--- src/rtl/mma_ctrl_pkg.sv ---
// mma_ctrl_pkg: shared state encoding and count-width helper for the MMA tile sequencer
package mma_ctrl_pkg;

    typedef enum logic [1:0] {IDLE, ACCUM, OUTPUT} mma_state_t;

    function automatic int kt_width(input int max_kt);
        return $clog2(max_kt + 1);
    endfunction

endpackage

--- src/rtl/matrix_multiplication_accumulation.sv ---
// matrix_multiplication_accumulation: combinational signed D = A*B + C, sums wrap at 4P bits
module matrix_multiplication_accumulation #(
    parameter int M = 2,
    parameter int N = 2,
    parameter int K = 2,
    parameter int P = 8
) (
    input  logic [M-1:0][K-1:0][P-1:0]   a,
    input  logic [K-1:0][N-1:0][P-1:0]   b,
    input  logic [M-1:0][N-1:0][4*P-1:0] c,
    output logic [M-1:0][N-1:0][4*P-1:0] d
);

    // Low 4P bits of the product of sign-extended operands equal the signed product mod 2^4P
    function automatic logic [4*P-1:0] sext(input logic [P-1:0] x);
        return {{(3*P){x[P-1]}}, x};
    endfunction

    always_comb begin
        d = c;
        for (int i = 0; i < M; i++)
            for (int j = 0; j < N; j++)
                for (int k = 0; k < K; k++)
                    d[i][j] = d[i][j] + sext(a[i][k]) * sext(b[k][j]);
    end

endmodule

--- src/rtl/mma_tile_sequencer.sv ---
// mma_tile_sequencer: streams A/B tile pairs through the MAC datapath, returns the accumulated result
module mma_tile_sequencer
    import mma_ctrl_pkg::*;
#(
    parameter int M      = 2,
    parameter int N      = 2,
    parameter int K      = 2,
    parameter int P      = 8,
    parameter int MAX_KT = 16
) (
    input  logic                                clk,
    input  logic                                rst,
    input  logic                                start,
    input  logic [kt_width(MAX_KT)-1:0]         num_k_tiles,
    input  logic [M-1:0][N-1:0][4*P-1:0]        c_init,
    output logic                                busy,
    input  logic                                a_valid,
    output logic                                a_ready,
    input  logic [M-1:0][K-1:0][P-1:0]          a_tile,
    input  logic                                b_valid,
    output logic                                b_ready,
    input  logic [K-1:0][N-1:0][P-1:0]          b_tile,
    output logic                                d_valid,
    input  logic                                d_ready,
    output logic [M-1:0][N-1:0][4*P-1:0]        d_out,
    output logic                                done
);

    localparam int KW = kt_width(MAX_KT);

    mma_state_t state, next_state;
    logic [KW-1:0] cnt;
    logic [M-1:0][N-1:0][4*P-1:0] acc, mac_d;
    logic accept, consume;

    matrix_multiplication_accumulation #(.M(M), .N(N), .K(K), .P(P)) u_mac (
        .a(a_tile),
        .b(b_tile),
        .c(acc),
        .d(mac_d)
    );

    // A and B move as a pair: neither side is acknowledged unless both are offered
    assign accept  = state == IDLE && start;
    assign consume = state == ACCUM && a_valid && b_valid;
    assign busy    = state != IDLE;
    assign a_ready = consume;
    assign b_ready = consume;
    assign d_valid = state == OUTPUT;
    assign d_out   = acc;
    assign done    = d_valid && d_ready;

    always_comb begin
        next_state = state;
        if (accept)
            next_state = num_k_tiles != '0 ? ACCUM : OUTPUT;
        else if (consume && cnt == KW'(1))
            next_state = OUTPUT;
        else if (done)
            next_state = IDLE;
    end

    always_ff @(posedge clk or posedge rst) begin
        if (rst) begin
            state <= IDLE;
            acc   <= '0;
            cnt   <= '0;
        end else begin
            state <= next_state;
            if (accept) begin
                acc <= c_init;
                cnt <= num_k_tiles;
            end else if (consume) begin
                acc <= mac_d;
                cnt <= cnt - KW'(1);
            end
        end
    end

endmodule

--- config.mk ---
export PLATFORM = sky130hd
export DESIGN_NAME = mma_tile_sequencer
export DESIGN_NICKNAME = d
export VERILOG_FILES = /design/src/rtl/mma_ctrl_pkg.sv /design/src/rtl/matrix_multiplication_accumulation.sv /design/src/rtl/mma_tile_sequencer.sv
export SDC_FILE = /design/constraint.sdc
export NUM_CORES = 2
export LEC_CHECK = 0
export CORE_AREA = 2 2 230 345
export CTS_BUF_LIST = sky130_fd_sc_hd__clkbuf_8
export DETAILED_ROUTE_END_ITERATION = 10
export DIE_AREA = 0 0 232 347
export SYNTH_ARGS = -nofsm -noshare
export SYNTH_HDL_FRONTEND = slang
export SYNTH_SLANG_ARGS = --single-unit
export TNS_END_PERCENT = 1
--- constraint.sdc ---
create_clock -name clk -period 12.7 [get_ports clk]
set_input_delay 3.175 -clock clk [delete_from_list [all_inputs] [get_ports clk]]
set_output_delay 3.175 -clock clk [all_outputs]
set_load 0.01 [all_outputs]
==> flow_metrics.tcl <==
set metrics [dict create \
    fin_skew_ns 0.0273 \
    clkLatencyLatePin_ns 0.58 \
    drt_iter0_markers 1119 \
    hpwlAfterDp_mm 86.4 \
    rsz0062_at_grt "no" \
    synth_area_um2 34500 \
    cap_viol_max_count 0 \
    final_area_um2 39500 \
    vias 27600 \
    cts_root_buffer "clkbuf_8" \
    cts_resized 0 \
    ctsHoldBuffers 0 \
    post-cts-setup-buffers 0 \
    use_met1_pct 31.7 \
    worst_hold_path_type "register to register" \
    status "finished clean" \
    fmax_mhz 89.0 \
    num-fill-cells 7510 \
    h-tree-depth 4 \
    criticalPathCategory "input pin to register" \
    yosys_warnings 0 \
    relSlewSlack_pct 30.5 \
    critical_path.max_stage_delay_ns 0.95 \
    core_um2 77400 \
    grt_pass1_vias 29800 \
    clockBufferDepth 2 \
    ys_seq_area_share_pct 9.78 \
    syn_inst 3988 \
    syn_area_per_cell_um2 8.66 \
    die_h_um 347 \
    cts_inserted_buffers 17 \
    route.detailed.wl_per_inst_um 19.5 \
    cp_data_arrival_time_ns 11.71 \
    portBuffers 335 \
    slew_viol_final 0 \
    synth_cell_types 79 \
    gp_congestion 0.898 \
    drt-vias-per-instance 5.21 \
    postPlaceCellArea_um2 39100 \
    setup_viol 0 \
    synth_edf_count 0 \
    initial_core_util_pct 44.6 \
    mostFrequentLayoutCells "inv_1, fa_1, ha_1, clkdlybuf4s50_1, and2_1" \
    cts.sinks 135 \
    crit_fanout 17 \
    tns_ns 0 \
    grt_util_met2_pct 48.2 \
    fp-row-count 125 \
    final_common_cell "inv_1" \
    critPathSlowestCell "clkdlybuf4s50_1" \
    antenna_found_initial 8 \
    cts_tree "built" \
    syn-num-nets 5113 \
    drtAntennaViolNets 0 \
    synth_flop_cell "dfrtp_1" \
    worst_setup_path_end_kind "register" \
    nets 5386 \
    drive_gt1_share_pct 2.53 \
    first_pass_iters 5 \
    grt_max_degree 147 \
    grt_pass1_wl_mm 164 \
    fin_crit_sh_pct 88.5 \
    grtUsageMet3_pct 3.67 \
    tightestPinTransition_ns 1.04 \
    fin_hold_ws_ns 0.546 \
    startpoint_type "input pin" \
    overflow 0 \
    grt_use_total_pct 26.7 \
    wirelength_mm 103 \
    synth_seq_cells 135 \
    finalHoldViolCount 0 \
    drc 0 \
    areaGrowthSynthToFinish_pct 14.2 \
    pin_count 336 \
    top_usage_layer "met2" \
    dieArea_um2 80500 \
    critical_path_required_ns 13.18 \
    synthArstFlopShare_pct 100 \
    chipWidth_um 232 \
    path_clk_slew_ns 0.08 \
    final.min_clock_period_ns 11.23 \
]
## logic make-up after synthesis
| group | share of synthesized area, % |
|---|---|
| DFF | 9.78 |
| and+or+nand+nor | 14.3 |
| xor gates and xnor gates | 5.83 |
| AOI/OAI and AO/OA | 12.8 |
| muxes | 0.340 |
| adders and majority gates | 45.7 |
| buffers and inverters | 11.2 |
## layout make-up
type / count / area [um^2] / area share (%)
Multi-Input combinational cell: 2820 / 27300 / 69.3
Inverter: 915 / 3440 / 8.72
Timing Repair Buffer: 372 / 3640 / 9.24
Antenna cell: 4 / 10.0 / 0.0254
Clock inverter: 15 / 130 / 0.330
Clock buffer: 17 / 234 / 0.593
Tap cell: 1016 / 1270 / 3.22
Sequential cell: 135 / 3380 / 8.56
## metal layers
| metal | up-vias | wire length [um] |
|---|---|---|
| li1 | 13100 | - |
| met1 | 13800 | 40900 |
| met2 | 578 | 53900 |
| met3 | 146 | 4170 |
| met4 | 10 | 4210 |
| met5 | - | 64 |
## synth_stat cells, types with 5 or more instances
| cell | n | area share, % |
|---|---|---|
| nand4_1 | 12 | 0.22 |
| o211ai_1 | 10 | 0.22 |
| and2_1 | 318 | 5.8 |
| a221o_1 | 6 | 0.17 |
| a22oi_1 | 75 | 1.6 |
| o31ai_1 | 12 | 0.26 |
| o21a_1 | 36 | 0.78 |
| o21ai_0 | 179 | 2.6 |
| and4_1 | 6 | 0.15 |
| nand2b_1 | 55 | 1.0 |
| nor2b_1 | 41 | 0.74 |
| xor2_1 | 80 | 2.0 |
| or3_1 | 12 | 0.22 |
| o21ai_1 | 7 | 0.10 |
| and3_1 | 14 | 0.25 |
| a211oi_1 | 20 | 0.43 |
| fa_1 | 568 | 33 |
| mux2i_1 | 5 | 0.14 |
| inv_1 | 915 | 9.9 |
| nand3_1 | 16 | 0.23 |
| nand2_1 | 258 | 2.8 |
| buf_1 | 7 | 0.076 |
| mux2_2 | 6 | 0.20 |
| nor3_1 | 37 | 0.54 |
| o221ai_1 | 5 | 0.13 |
| nor2_1 | 166 | 1.8 |
| dfrtp_1 | 135 | 9.8 |
| or2_2 | 6 | 0.11 |
| clkbuf_1 | 108 | 1.2 |
| a31oi_1 | 28 | 0.51 |
| a31o_2 | 5 | 0.13 |
| xnor2_1 | 143 | 3.6 |
| ha_1 | 354 | 13 |
| o22ai_1 | 6 | 0.11 |
| a21oi_1 | 188 | 2.7 |
| o21bai_1 | 27 | 0.59 |
| a21o_1 | 52 | 1.1 |
## worst max-delay path, delay by kind of cell
kind | cells | cell delay, ns
XOR/XNOR | 2 | 0.39
buffers and inverters | 7 | 1.49
AO/OA/AOI/OAI | 8 | 2.32
AND/OR/NAND/NOR | 5 | 1.09
adder cells (fa/ha/maj) | 7 | 3.22
## sequential cells by signal (all words and copies together) (netlist names)
name / cells
cnt: 5
state: 2
d_out: 128
## final timing paths
kind	endpoint	cells past startpoint	startpoint	slack, ns
worst max-delay path	d_out[31]$_DFFE_PP0P_	29	b_tile[18]	1.47
worst min-delay path	d_out[120]$_DFFE_PP0P_	2	d_out[120]$_DFFE_PP0P_	0.55
worst max register to register	d_out[31]$_DFFE_PP0P_	14	d_out[1]$_DFFE_PP0P_	8.58
worst min register to register	d_out[120]$_DFFE_PP0P_	2	d_out[120]$_DFFE_PP0P_	0.55
max in group asynchronous	d_out[36]$_DFFE_PP0P_	3	rst	8.18
min in group asynchronous	d_out[110]$_DFFE_PP0P_	2	rst	3.14
## through the flow
| stage | util, % | cells | setup WS [ns] |
|---|---|---|---|
| 2_1_floorplan | - | 3988 | 1.61 |
| 3_3_place_gp | 50.5 | 5258 | 0.992 |
| 3_5_place_dp | 50.5 | 5258 | 0.966 |
| 6_report | 51.0 | 5294 | 1.47 |
| 5_1_grt | 51.0 | 5293 | 0.945 |
| 4_1_cts | 50.9 | 5290 | 1.55 |
Power is not shown: default switching activity piles up to over one toggle a cycle in this logic, so the estimate is an artifact.
